## config.mk

```make
export PLATFORM = sky130hd
export DESIGN_NAME = block_cu_gen
export DESIGN_NICKNAME = d
export VERILOG_FILES = /design/src/rtl/block_cu_gen_pkg.sv /design/src/rtl/block_cu_gen_addr.sv /design/src/rtl/block_cu_gen.sv
export SDC_FILE = /design/constraint.sdc
export NUM_CORES = 1
export LEC_CHECK = 0
export BUFFER_PORTS_ARGS = -buffer_cell sky130_fd_sc_hd__buf_4
export CAP_MARGIN = 15
export CORE_ASPECT_RATIO = 1.5
export CORE_UTILIZATION = 30
export DETAILED_ROUTE_END_ITERATION = 8
export PLACE_DENSITY = 0.52
export SETUP_SLACK_MARGIN = 0.2
export SYNTH_ARGS = -nofsm -noshare
export SYNTH_HDL_FRONTEND = slang
export SYNTH_SLANG_ARGS = --single-unit
export TNS_END_PERCENT = 30
```

## constraint.sdc

```tcl
create_clock -name i_Clock -period 7.6 [get_ports i_Clock]
set_input_delay 0.76 -clock i_Clock [delete_from_list [all_inputs] [get_ports i_Clock]]
set_output_delay 0.76 -clock i_Clock [all_outputs]
set_load 0.01 [all_outputs]
```

## src/rtl/block_cu_gen_pkg.sv

```systemverilog
`default_nettype none
// ============================================================================
// Module      : block_cu_gen_pkg
// Description : Shared state encoding and width helper for the block CU.
// Revision    : 1.0
// ============================================================================
package block_cu_gen_pkg;

    typedef enum logic [2:0] {
        S_IDLE    = 3'd0,
        S_REQ_RD  = 3'd1,
        S_LOAD_A  = 3'd2,
        S_LOAD_B  = 3'd3,
        S_WAIT_PU = 3'd4,
        S_REQ_WR  = 3'd5,
        S_WRITE   = 3'd6,
        S_DONE    = 3'd7
    } state_t;

    function automatic int clog2(input int value);
        int v;
        int r;
        r = 0;
        v = value - 1;
        while (v > 0) begin
            r++;
            v = v >> 1;
        end
        return r;
    endfunction

endpackage
`default_nettype wire

```

## src/rtl/block_cu_gen_addr.sv

```systemverilog
`default_nettype none
// ============================================================================
// Module      : block_addr_gen
// Description : Combinational word address: base + row*N + col (mod 2^W).
// Revision    : 1.0
// ============================================================================
module block_addr_gen
    import block_cu_gen_pkg::*;
#(
    parameter int ADDR_WIDTH = 10
) (
    input  logic [ADDR_WIDTH-1:0] i_Base,
    input  logic [ADDR_WIDTH-1:0] i_Row,
    input  logic [ADDR_WIDTH-1:0] i_Col,
    input  logic [ADDR_WIDTH-1:0] i_N,
    output logic [ADDR_WIDTH-1:0] o_Address
);

    assign o_Address = i_Base + (i_Row * i_N) + i_Col;

endmodule
`default_nettype wire

```

## src/rtl/block_cu_gen.sv

```systemverilog
`default_nettype none
// ============================================================================
// Module      : block_cu_gen
// Description : Block matrix-multiply control unit: loads A/B blocks into the
//               RF per step x, starts the PU, then writes the C block back.
// Revision    : 1.0
// ============================================================================
module block_cu_gen
    import block_cu_gen_pkg::*;
#(
    parameter int K           = 2,
    parameter int INDEX_WIDTH = 8,
    parameter int ADDR_WIDTH  = 10,
    parameter int MU_WIDTH    = 8,
    parameter int CNT_WIDTH   = (clog2(K*K) < 1) ? 1 : clog2(K*K)
) (
    input  logic                   i_Clock,
    input  logic                   i_Reset,
    input  logic                   i_Indexes_Ready,
    input  logic [INDEX_WIDTH-1:0] i_Row_Index,
    input  logic [INDEX_WIDTH-1:0] i_Column_Index,
    input  logic [MU_WIDTH-1:0]    i_mu,
    input  logic [ADDR_WIDTH-1:0]  i_A_Base,
    input  logic [ADDR_WIDTH-1:0]  i_B_Base,
    input  logic [ADDR_WIDTH-1:0]  i_C_Base,
    output logic                   o_Indexes_Received,
    output logic                   o_Result_Ready,
    output logic                   o_Grant_Request,
    input  logic                   i_Grant,
    output logic                   o_Memory_Read_Enable,
    output logic                   o_Memory_Write_Enable,
    output logic [ADDR_WIDTH-1:0]  o_Memory_Address,
    output logic                   o_RF_Write_Enable,
    output logic                   o_RF_Read_Enable,
    output logic                   o_AorB,
    output logic [CNT_WIDTH-1:0]   o_RF_Address,
    output logic                   o_PU_Start,
    input  logic                   i_Partial_Output_Ready,
    output logic                   o_Busy
);

    localparam logic [CNT_WIDTH-1:0]  c_LAST_SUB = CNT_WIDTH'(K - 1);
    localparam logic [ADDR_WIDTH-1:0] c_K_A      = ADDR_WIDTH'(K);

    state_t                  r_state;
    state_t                  w_next;
    logic [INDEX_WIDTH-1:0]  r_i;
    logic [INDEX_WIDTH-1:0]  r_j;
    logic [MU_WIDTH-1:0]     r_mu;
    logic [MU_WIDTH-1:0]     r_x;
    logic [ADDR_WIDTH-1:0]   r_a_base;
    logic [ADDR_WIDTH-1:0]   r_b_base;
    logic [ADDR_WIDTH-1:0]   r_c_base;
    logic [CNT_WIDTH-1:0]    r_row;
    logic [CNT_WIDTH-1:0]    r_col;
    logic [CNT_WIDTH-1:0]    r_cnt;
    logic                    r_ack;
    logic                    r_pu_start;

    logic                    w_last_word;
    logic                    w_x_last;
    logic                    w_xfer;
    logic [ADDR_WIDTH-1:0]   w_n;
    logic [ADDR_WIDTH-1:0]   w_i_row;
    logic [ADDR_WIDTH-1:0]   w_x_row;
    logic [ADDR_WIDTH-1:0]   w_x_col;
    logic [ADDR_WIDTH-1:0]   w_j_col;
    logic [ADDR_WIDTH-1:0]   w_base;
    logic [ADDR_WIDTH-1:0]   w_row;
    logic [ADDR_WIDTH-1:0]   w_col;
    logic [ADDR_WIDTH-1:0]   w_addr;

    assign w_last_word = (r_row == c_LAST_SUB) && (r_col == c_LAST_SUB);
    assign w_x_last    = (r_x == (r_mu - MU_WIDTH'(1)));
    assign w_xfer      = i_Grant && ((r_state == S_LOAD_A) || (r_state == S_LOAD_B) ||
                                     (r_state == S_WRITE));

    // Global row/column of the current element within the full N x N matrix.
    assign w_n     = ADDR_WIDTH'(r_mu) * c_K_A;
    assign w_i_row = ADDR_WIDTH'(r_i) * c_K_A + ADDR_WIDTH'(r_row);
    assign w_x_row = ADDR_WIDTH'(r_x) * c_K_A + ADDR_WIDTH'(r_row);
    assign w_x_col = ADDR_WIDTH'(r_x) * c_K_A + ADDR_WIDTH'(r_col);
    assign w_j_col = ADDR_WIDTH'(r_j) * c_K_A + ADDR_WIDTH'(r_col);

    always_comb begin
        w_base = '0;
        w_row  = '0;
        w_col  = '0;
        case (r_state)
            S_LOAD_A: begin w_base = r_a_base; w_row = w_i_row; w_col = w_x_col; end
            S_LOAD_B: begin w_base = r_b_base; w_row = w_x_row; w_col = w_j_col; end
            S_WRITE:  begin w_base = r_c_base; w_row = w_i_row; w_col = w_j_col; end
            default:  ;
        endcase
    end

    block_addr_gen #(
        .ADDR_WIDTH (ADDR_WIDTH)
    ) u_addr_gen (
        .i_Base    (w_base),
        .i_Row     (w_row),
        .i_Col     (w_col),
        .i_N       (w_n),
        .o_Address (w_addr)
    );

    always_ff @(posedge i_Clock or negedge i_Reset) begin
        if (!i_Reset) begin
            r_state <= S_IDLE;
        end else begin
            r_state <= w_next;
        end
    end

    always_comb begin
        w_next                = r_state;
        o_Grant_Request       = 1'b0;
        o_Memory_Read_Enable  = 1'b0;
        o_Memory_Write_Enable = 1'b0;
        o_RF_Write_Enable     = 1'b0;
        o_RF_Read_Enable      = 1'b0;
        o_AorB                = 1'b0;
        o_Result_Ready        = 1'b0;
        case (r_state)
            S_IDLE: begin
                if (i_Indexes_Ready) w_next = S_REQ_RD;
            end
            S_REQ_RD: begin
                o_Grant_Request = 1'b1;
                if (i_Grant) w_next = S_LOAD_A;
            end
            S_LOAD_A: begin
                o_Grant_Request      = 1'b1;
                o_Memory_Read_Enable = i_Grant;
                o_RF_Write_Enable    = i_Grant;
                if (i_Grant && w_last_word) w_next = S_LOAD_B;
            end
            S_LOAD_B: begin
                o_Grant_Request      = 1'b1;
                o_Memory_Read_Enable = i_Grant;
                o_RF_Write_Enable    = i_Grant;
                o_AorB               = 1'b1;
                if (i_Grant && w_last_word) w_next = S_WAIT_PU;
            end
            S_WAIT_PU: begin
                if (i_Partial_Output_Ready) w_next = w_x_last ? S_REQ_WR : S_REQ_RD;
            end
            S_REQ_WR: begin
                o_Grant_Request = 1'b1;
                if (i_Grant) w_next = S_WRITE;
            end
            S_WRITE: begin
                o_Grant_Request       = 1'b1;
                o_Memory_Write_Enable = i_Grant;
                o_RF_Read_Enable      = i_Grant;
                if (i_Grant && w_last_word) w_next = S_DONE;
            end
            S_DONE: begin
                o_Result_Ready = 1'b1;
                w_next         = S_IDLE;
            end
            default: w_next = S_IDLE;
        endcase
    end

    always_ff @(posedge i_Clock or negedge i_Reset) begin
        if (!i_Reset) begin
            r_i        <= '0;
            r_j        <= '0;
            r_mu       <= '0;
            r_x        <= '0;
            r_a_base   <= '0;
            r_b_base   <= '0;
            r_c_base   <= '0;
            r_row      <= '0;
            r_col      <= '0;
            r_cnt      <= '0;
            r_ack      <= 1'b0;
            r_pu_start <= 1'b0;
        end else begin
            r_ack      <= 1'b0;
            r_pu_start <= 1'b0;
            if ((r_state == S_IDLE) && i_Indexes_Ready) begin
                r_i      <= i_Row_Index;
                r_j      <= i_Column_Index;
                r_mu     <= (i_mu == '0) ? MU_WIDTH'(1) : i_mu;
                r_a_base <= i_A_Base;
                r_b_base <= i_B_Base;
                r_c_base <= i_C_Base;
                r_x      <= '0;
                r_row    <= '0;
                r_col    <= '0;
                r_cnt    <= '0;
                r_ack    <= 1'b1;
            end
            // Counters only move on granted transfers, so a grant drop resumes cleanly.
            if (w_xfer) begin
                if (w_last_word) begin
                    r_row <= '0;
                    r_col <= '0;
                    r_cnt <= '0;
                end else begin
                    r_cnt <= r_cnt + CNT_WIDTH'(1);
                    if (r_col == c_LAST_SUB) begin
                        r_col <= '0;
                        r_row <= r_row + CNT_WIDTH'(1);
                    end else begin
                        r_col <= r_col + CNT_WIDTH'(1);
                    end
                end
            end
            if ((r_state == S_LOAD_B) && i_Grant && w_last_word) r_pu_start <= 1'b1;
            if ((r_state == S_WAIT_PU) && i_Partial_Output_Ready && !w_x_last) begin
                r_x <= r_x + MU_WIDTH'(1);
            end
        end
    end

    assign o_Memory_Address   = w_addr;
    assign o_RF_Address       = r_cnt;
    assign o_Indexes_Received = r_ack;
    assign o_PU_Start         = r_pu_start;
    assign o_Busy             = (r_state != S_IDLE);

endmodule
`default_nettype wire

```

; ---- Yosys cells after proc, flatten, opt, wreduce, memory -nomap -nowiden
; Cells that the tools add are included.
[word_totals]
reg_bits = 73
latch_bits = 0
ramBits = 0
mem_bits_ro = 0
in_bits = 59
output_inout_bits = 22
mem_count = 0
[classes]
addsub = 11
n_mul = 1
div = 0
n_lt_le_gt_ge = 0
n_eq_ne = 17
shift = 0
muxes = 32
bitwise = 0
reduce_logical = 21
[ops]
columns = op, n
row1 = adder 9 x 2 -> 10 bit, 4
row2 = case mux 10 bit (2 select lines), 2
row3 = case mux 10 bit (3 select lines), 1
row4 = 2-to-1 mux 3 bit, 8
row5 = 2-to-1 mux 8 bit, 3
row6 = case mux 3 bit (8 select lines), 1
row7 = adder 10 bit, 2
row8 = 2-to-1 mux 2 bit, 10
row9 = equality test 3 bit (second input constant), 4
row10 = multiplier 10 x 8 -> 9 bit, 1
row11 = adder 8 x 1 -> 8 bit (second input constant), 1
row12 = equality test 8 bit, 1
row13 = logical AND 1 bit, 8
row14 = logical NOT 8 bit, 1
row15 = inequality test 2 bit (second input constant), 4
row16 = subtractor 8 x 1 -> 8 bit (second input constant), 1
row17 = 2-to-1 mux 1 bit, 7
row18 = AND reduction 7 bit, 1
row19 = adder 2 x 1 -> 2 bit (second input constant), 3
row20 = equality test 3 x 2 -> 1 bit (second input constant), 2
row21 = inequality test 2 x 1 -> 1 bit (second input constant), 3
row22 = OR reduction 2 bit, 3
row23 = OR reduction 5 bit, 1
row24 = equality test 2 x 1 -> 1 bit (second input constant), 2
row25 = other kinds (6), 8

; ---- Depth between registers and ports, before layout
; Gate-level depths: netlist (run 1).
[depth]
word_depth = 6
ltp_mapped = 29
depth_no_buf = 26

; ---- Cells and area by module
; A second synthesis (run 1) with hierarchy kept.
[hier_totals]
hier_cells = 724
hier_area_um2 = 6095.8
[by_module_without_submodules]
columns = module, n_inst, cells_each, area_per_inst_um2
row1 = block_cu_gen, 1, 520, 4242.8
row2 = block_addr_gen, 1, 204, 1853.0

; ---- Worst setup path after synthesis (run 1)
; No wires, ideal clock.
[synth_path]
path_kind = flip-flop to output port
start = reg r_state[0]
end = out o_Memory_Address[9]
arrival_ns = 7.346
t_required_ns = 6.840
slack_ns = -0.506
path_stages_with_launch = 29
n_path_buf = 3
path_cell_list = dfrtp_1 -> inv_1 -> ha_1 -> clkbuf_1 -> clkbuf_1 -> clkbuf_1 -> mux2_2 -> ha_1 -> ha_1 -> o21ai_0 -> xnor2_1 -> a22o_1 -> nand2_1 -> fa_1 -> inv_1 -> fa_1 -> fa_1 -> inv_1 -> fa_1 -> inv_1 -> ha_1 -> xor2_1 -> fa_1 -> inv_1 -> ha_1 -> nand3_1 -> o21ai_0 -> xnor3_1 -> xnor3_1
[synth_between]
elab_chain_len = 6
word_cells_on_any_way = 11
classes_between = add/sub (2) / mul (1) / eq/ne (3) / mux (3) / reduce/logical (2)
[synth_lines]
columns = element, line_no
row1 = "start, declared", block_cu_gen.sv:45  ; state_t r_state;
row2 = "start signal, assigned", block_cu_gen.sv:111  ; r_state <= w_next;
row3 = equality test 3 x 2 -> 1 bit or equality test 3 bit (tied branches), block_cu_gen.sv:89  ; case (r_state)
row4 = OR reduction 2 bit (no line), -
row5 = case mux 10 bit (2 select lines), block_cu_gen.sv:89
row6 = multiplier 10 x 8 -> 9 bit, block_cu_gen_addr.sv:19  ; assign o_Address = i_Base + (i_Row * i_N) + i_Col;
row7 = adder 10 bit, block_cu_gen_addr.sv:19
row8 = adder 10 bit *, block_cu_gen_addr.sv:19
row9 = "end, declared", block_cu_gen.sv:32  ; output logic [ADDR_WIDTH-1:0] o_Memory_Address,
; Every way passes the cells marked *; elsewhere a longest branch is shown, timed or not.

; ---- Final worst setup path (run 1)
; Ends and elaborated chain as after synthesis.

==> impl.org, run 1 <==
** Timing
- Setup violations remaining at the end of the flow were counted as 0.
- Of the available clock period, the critical path in the final layout requires 0.953.
- Sum Neg Setup Slack :: 0 ns
- Static timing analysis puts the maximum clock frequency at 138 MHz.
- Setup slack closes at 0.355 ns.
- Post-layout min period :: 7.24 ns
- Number of endpoints with negative hold slack in the final report :: 0
- At the pin with the least slew margin, the transition time is 0.959 ns.
- Headroom to the max-slew limit came out at 0.361.
- Across the routed clock network, the largest skew measured is 0.0113 ns.
- Count of final max-slew check failures :: 0
- Setup repair after global routing could not meet its margin everywhere.

** Floorplanning
- The die covers 20400 um^2.
- After floorplanning, the core was divided into 62 placement rows.
- Core outline area :: 19300 um^2
- The die is 175 um tall.
- Die Wd :: 117 um
- For this configuration, the core starts out at a cell density of 0.308.
- During I/O placement, the number of pins put on the boundary was 81.

** Routing
- Detailed-route via count :: 4918
- In the routed layout, each cell is associated on average with a via count of 4.75.
- Summed over all layers, the routed wires come to 16100 um.
- Detailed-route wire length per cell :: 15.5 um
- The detailed router finished its first iteration with 226 violations.
- DRC Markers :: 0
- Number of nets with antenna violations after detailed routing :: 0
- Number of iterations in the first detailed-routing pass :: 4

** Power
- For this design the static power due to leakage is 3.68 nW.
- Power Density :: 391 nW/um^2
- IR analysis of the VDD net gives a maximum drop of 0.171 mV.
- The design draws 2.88 mW.

** Synthesis
- Cell types occupying the most area after synthesis :: dfrtp_1 31%, nand2_1 12%, fa_1 9.1%, ha_1 7.8%, xnor2_1 5.1%
- EDFF count, synth :: 0
- Yosys Warn Count :: 0
- For this run, the leading register cell type out of synthesis is dfrtp_1.
- A synthesized cell averages 8.46 um^2.
- Cell type with the highest aggregate area in the netlist :: dfrtp_1
- Synth Net Count :: 827
- Number of library cell types mapped by synthesis :: 54
- Sequential area share after synthesis :: 0.307
- After synthesis the netlist holds a flip-flop and latch count of 73.
- Synth top area share :: 0.307
- The mapped netlist covers 5960 um^2.
- After synthesis, the share of flip-flops with an asynchronous set or reset is 1.00.
- Synthesized instance count :: 704

** Placement
- Before CTS, the worst setup slack after placement is 0.173 ns.
- Final GP Congestion :: 0.837
- The count of buffers added on input and output ports is 80.
- Detailed placement ended at an HPWL of 12300 um.
- Summing all placed instances gives a cell area of 6840 um^2.

** Clock network
- In this run, CTS created clock tree buffers numbering 9.
- The clock tree synthesis step divided the H-tree into 3 levels.
- Hold-fix buffers, CTS :: 0
- TritonCTS built the clock tree.
- After clock tree synthesis, the clock-pin slew on the worst setup and hold paths is 0.06 ns.
- The root buffer cell chosen for the clock tree is clkbuf_16.
- Clock network latency to the later pin of the worst-skew pair :: 0.34 ns
- Buffer depth of the longest clock path :: 2
- CTS saw 73 sinks.

** Setup path
- STA classifies the critical path endpoint as a primary output.
- The worst setup path is launched from a flip-flop.
- Data on the critical path arrives at its endpoint at 6.48 ns.
- Crit path required time :: 6.84 ns
- WS Path Type :: reg2out
- Maximum fanout count along the critical path :: 4

** Min path
- Worst hold path type :: reg2reg

** Final layout
- The net count of the finished layout is 898.
- The library cell used most frequently in the layout, excluding fill and tap cells, is nand2_1.
- Relative to the synthesized area, the layout overhead comes to 24.0%.
- Footprint of the flip-flops and latches :: 1830 um^2
- Measured on the finished design, the core utilization comes to 0.382.
- Proportion of layout cells with a drive suffix above 1 :: 0.213
- Antenna cell count :: 0
- Leading cell types in the layout, fill and taps excluded :: 198 x nand2_1, 99 x buf_4, 73 x dfrtp_1
- In the final layout, the multi-input gates occupy 3910 um^2.
- The finished cells cover 7380 um^2.
- Counting the fill cells in the layout gives 2000.

** Job
- Max-cap violations :: 0

** Global route
- Initial antenna violation count :: 0
- Remaining Overflow, GRT :: 0
- Maximum number of pins on one net before global-route repair :: 74
- The first global-routing pass estimated 26700 um of wire.
- Across every metal layer, demand over resource in global routing totals 0.172.
- The via count of the first global-routing pass was 5063.

** Run status
- The run finished with clean final reports.
worst max-delay path, stage by stage (launching register included):
cell	delay, ns
dfrtp_1	0.39
inv_2	0.08
ha_4	0.17
mux2_4	0.32
ha_4	0.17
ha_4	0.19
xor2_2	0.15
a22o_1	0.24
nand2_1	0.10
fa_1	0.56
inv_1	0.05
fa_1	0.44
fa_1	0.49
inv_1	0.05
fa_1	0.49
inv_2	0.05
ha_4	0.25
xor2_2	0.18
fa_2	0.36
xor2_1	0.16
xnor2_1	0.18
xnor2_1	0.15
xnor2_1	0.15
xnor2_1	0.15
xnor3_1	0.49
buf_6	0.15
report_power, final:
group | switching (mW) | leakage (nW) | internal (mW)
Clock | 0.165 | 0.151 | 0.280
Sequential | 0.196 | 0.925 | 0.553
Combinational | 0.911 | 2.60 | 0.780
path summary, 6_finish.rpt:
check,slack (ns),from,depth (start not counted),to
setup / recovery,0.36,r_state[0],25,o_Memory_Address[9]
hold / removal,0.47,r_c_base[6],2,r_c_base[6]
setup reg to reg,4.33,r_state[0],11,o_RF_Address[1]
hold reg to reg,0.47,r_c_base[6],2,r_c_base[6]
max in group asynchronous,6.40,i_Reset,1,r_a_base[7]
min in group asynchronous,0.57,i_Reset,1,r_i[7]
Yosys cell counts, types with 3 or more instances:
cell and number:
nand2_1 198, dfrtp_1 73, inv_1 61, ha_1 37, xnor2_1 35, clkbuf_1 31, fa_1 27, nand3_1 27
o21ai_0 23, and3_1 19, xor2_1 17, nor2_1 16, mux2i_1 15, mux2_2 14, a21oi_1 13, a21o_1 10
a22oi_1 10, a22o_1 7, nor3b_1 6, and2_1 5, buf_1 5, nor2b_1 4, nor3_1 4, nand3b_1 3
nand4_1 3, nor4_1 3, o21bai_1 3, xnor3_1 3
sequential cells by signal, indices dropped and copies added, names as in the netlist:
name / cells
r_c_base: 10
r_j: 8
r_x: 8
r_i: 8
r_col: 2
r_b_base: 10
r_a_base: 10
r_mu: 8
o_Indexes_Received: 1
o_RF_Address: 2
r_row: 2
o_PU_Start: 1
r_state: 3
per-stage QoR:
stage,hold WS (ns),std cells
after floorplan,0.440,704
after global placement,0.454,1013
after detailed placement,0.458,1013
after CTS,0.475,1034
after global routing,0.496,1036
final,0.468,1036
layer usage:
metal	GRT usage	part of all wire	up-vias
met5	0	0	-
li1	-	-	2438
met4	0.0559	0.023	0
met2	0.308	0.54	96
met1	0.210	0.41	2364
met3	0.0213	0.030	20
cell type report:
type | instances | area share
multi-input combinational | 528 | 0.530
clock inverter | 4 | 0.00678
timing repair buffer | 101 | 0.105
tap | 256 | 0.0434
inverter | 62 | 0.0315
sequential | 73 | 0.247
clock buffer | 12 | 0.0361
cells by family (layout without fill, tap and decap cells):
kind of cell | Yosys count | after routing | share of synthesized area
and+or+nand+nor | 300 | 300 | 0.226
buffers and inverters | 103 | 179 | 0.0679
AOI/OAI and AO/OA | 79 | 79 | 0.0887
DFF | 73 | 73 | 0.307
adders and majority gates | 64 | 64 | 0.168
xor gates and xnor gates | 55 | 55 | 0.0878
muxes | 30 | 30 | 0.0542
repair_timing:
action,CTS,global route
resized for setup,21,12
setup endpoints to repair,1,1
setup buffers,5,2
pin swaps,17,18
Power figures use the tool's default switching activity.
==> inputs of run 2 (changes only) <==
--- a/config.mk
+++ b/config.mk
@@ -8,9 +8,10 @@
 export BUFFER_PORTS_ARGS = -buffer_cell sky130_fd_sc_hd__buf_4
 export CAP_MARGIN = 15
 export CORE_ASPECT_RATIO = 1.5
-export CORE_UTILIZATION = 30
+export CORE_UTILIZATION = 25
 export DETAILED_ROUTE_END_ITERATION = 8
-export PLACE_DENSITY = 0.52
+export PLACE_DENSITY = 0.46
+export RECOVER_POWER = 50
 export SETUP_SLACK_MARGIN = 0.2
 export SYNTH_ARGS = -nofsm -noshare
 export SYNTH_HDL_FRONTEND = slang
==> impl.org, run 2 (synthesis gave the netlist of run 1 again) <==
** Final layout
- The register cell area after layout came to 1830 um^2 (unchanged).
- Leaving out fill and tap cells, the most frequent cell in the layout is nand2_1.
- Final non-filler cell total :: 1098 (+6.0%)
- Compared with the post-synthesis result, the final layout area differs by 25.3%.
- The fraction of layout instances using a drive strength above 1 was 0.204 (-0.00848).
- Filler Cell Count :: 2492 (+25%)
- In the final layout, the registers with the most flip-flops are r_a_base: 10 flops, r_b_base: 10 flops, r_c_base: 10 flops.
- The final cell area excluding filler cells came to 7460 um^2 (+1.0%).
- The final standard cell utilization of the core is 0.321 (-0.0611).
- Antenna cell count :: 0 (unchanged)
- In the layout the commonest cells are 196 x nand2_1, 93 x buf_4, 73 x dfrtp_1.
- The combined area of the multi-input logic cells was 3900 um^2 (-0.29%).
- The final net count came to 901 (+0.33%).

** Power
- The areal power density over the cells came to 395 nW/um^2 (+1.2%).
- Worst VDD drop :: 0.173 mV (+1.2%)
- LEAKAGE :: 3.68 nW (+0.13%)
- The total power draw was 2.95 mW (+2.2%).

** Setup path
- In this design, the largest share of critical-path delay is due to adder cells.
- The critical path in this run is classified as reg2out.
- Among all stages on the critical path, the largest delay is contributed by fa_1.
- Longest individual stage delay on the worst path :: 0.54 ns (-0.02 ns)
- Worst setup SP type :: flip-flop
- Maximum fanout count along the critical path :: 4 (unchanged)
- Combined buffer and inverter count along the critical path :: 5 (unchanged)
- Minimum setup slack among reg-to-reg paths :: 3.97 ns (-0.36 ns)
- The endpoint required time on the critical path came to 6.84 ns (about the same).
- The worst setup path is captured at a primary output.
- Count of cells along the worst register-to-register path :: 8 (-3)
- Data arrival at the endpoint of the critical path :: 6.48 ns (about the same)
- The cell depth of the worst setup path was 25 (unchanged).

** Floorplanning
- Die outline height :: 191 um (+9.4%)
- Initial core utilization :: 0.256 (-0.0519)
- The top-level I/O count was 81 (unchanged).
- Site Rows :: 68 (+9.7%)
- Core outline area :: 23200 um^2 (+20%)
- The floorplan die area was 24500 um^2 (+20%).
- Die Wd :: 128 um (+9.4%)

** Routing
- The via count was 4903 (-0.31%).
- Detailed-route wire length per cell :: 15.5 um (-0.40%)
- Number of nets with antenna violations after detailed routing :: 0 (unchanged)
- Via-to-Cell Ratio :: 4.47 (-5.9%)
- Number of DRC markers in iteration 0 :: 127 (-44%)
- Number of iterations in the first detailed-routing pass :: 4 (unchanged)
- Total routed wirelength :: 17000 um (+5.6%)
- The DRC violations left came to 0 (unchanged).

** Placement
- The cell area after placement is 6930 um^2 (+1.2%).
- Final GP Congestion :: 0.842 (+0.68%)
- Inst Count DP :: 1073 (+5.9%)
- The number of buffer cells added on primary ports is 80 (unchanged).
- The detailed-placement wirelength estimate is 12900 um (+4.9%).

** Timing
- The transition time at the pin with the least slew margin is 2.94 ns (+1.98 ns).
- Relative max-transition margin :: -0.961 (-1.32)
- The shortest clock period the worst path allows after layout was 7.24 ns (-0.00639 ns).
- The final number of setup-violating endpoints came to 0 (unchanged).
- Count of final max-slew check failures :: 115 (+115)
- The hold violation total from the final report was 0 (unchanged).
- Sum Neg Setup Slack :: 0 ns (unchanged)
- Fraction of the cycle the final worst path needs :: 0.952 (about the same)
- Setup repair after global routing left no endpoint under its margin.
- Worst Clk Skew :: 0.00873 ns (-0.00254 ns)
- The maximum achievable frequency was 138 MHz (about the same).

** Global route
- Number of global-route vias before repair :: 5091 (+0.55%)
- The maximum number of pins on one net before global-route repair is 61 (-18%).
- The global-route usage over all layers is 0.148 (-0.0243).
- Wire length of the first global-routing pass :: 27600 um (+3.0%)
- The number of antenna violations at the first check in global routing came to 0 (unchanged).
- The global route total overflow is 0 (unchanged).

** Job
- The max-capacitance violation count was 2 (+2).

** Clock network
- CTS tree :: done
- Hold-fix buffers, CTS :: 0 (unchanged)
- Clock transition at path regs :: 0.06 ns (about the same)
- CTS placed an instance of clkbuf_16 at the clock tree root.
- The maximum count of clock buffers along a single path was 2 (unchanged).
- Cts bufs inserted :: 9 (unchanged)
- The maximum level of the CTS H-tree is 3 (unchanged).
- The source-to-sink clock delay at the later pin of the worst-skew pair is 0.34 ns (about the same).
- The clock sink total came to 73 (unchanged).

** Run status
- Violated checks :: max-capacitance violations, max-slew violations
- The run finished, with violations left.

** Min path
- The path class of the tightest hold or removal check is reg2reg.
- The number of cells traversed by the worst hold path is 2 (unchanged).
-- run 2: cell count changes in the layout (fill, tap and decap cells not counted), sizes merged --
cell,delta
clkinv,+1
clkinvlp,-2
bufinv,+2
buf,-6
clkbuf,+7
inv,+1
-- run 2: stage by stage --
stage	hold WS [ns]	setup WS, ns
global placement	0.454	0.274
floorplan	0.440	0.227
finish	0.469	0.362
CTS	0.301	0.201
detailed placement	0.458	0.235
global route	0.492	0.123
-- run 2: metal layers --
metal  GRT usage  part of all wire  vias up
met3      0.0185             0.027       23
met5           0                 0        -
met4      0.0529             0.029        0
met2       0.268              0.52       96
met1       0.177              0.43     2347
li1            -                 -     2437
-- run 2: worst reg2reg max path, delay by kind of cell, from the launching register on --
kind / cells / cell delay, ns
multiplexers: 1 / 0.41
buffers and inverters: 3 / 2.16
flip-flops: 1 / 0.37
AO/OA/AOI/OAI: 1 / 0.12
adder cells (fa/ha/maj): 1 / 0.27
AND/OR/NAND/NOR: 2 / 0.25
-- run 2: worst paths after layout --
kind / startpoint / end
min in group asynchronous: i_Reset / r_c_base[9]
hold / removal: r_a_base[1] / r_a_base[1]
setup reg to reg: r_state[0] / r_x[5]
hold reg to reg: r_a_base[1] / r_a_base[1]
max in group asynchronous: i_Reset / r_c_base[3]
setup / recovery: r_state[0] / o_Memory_Address[9]
-- run 2: power breakdown --
group	leakage, nW	internal, mW	switching (mW)
Combinational	2.59	0.776	0.920
Sequential	0.925	0.553	0.197
Clock	0.167	0.323	0.179
Total	3.68	1.65	1.30
-- run 2: timing repair --
item / CTS / global route
buffers inserted: 6 / 3
endpoints found under the setup margin: 1 / 1
resized for setup: 19 / 12
pin swaps: 15 / 18
endpoints found under the hold margin: 0 / 0
-- run 2: layout make-up --
type	count	area share
clock buffers	10	0.0307
clock inverters	6	0.0156
inverters	62	0.0312
multi-input cells	528	0.523
flip-flops and latches	73	0.245
well taps	315	0.0528
repair buffers	104	0.102
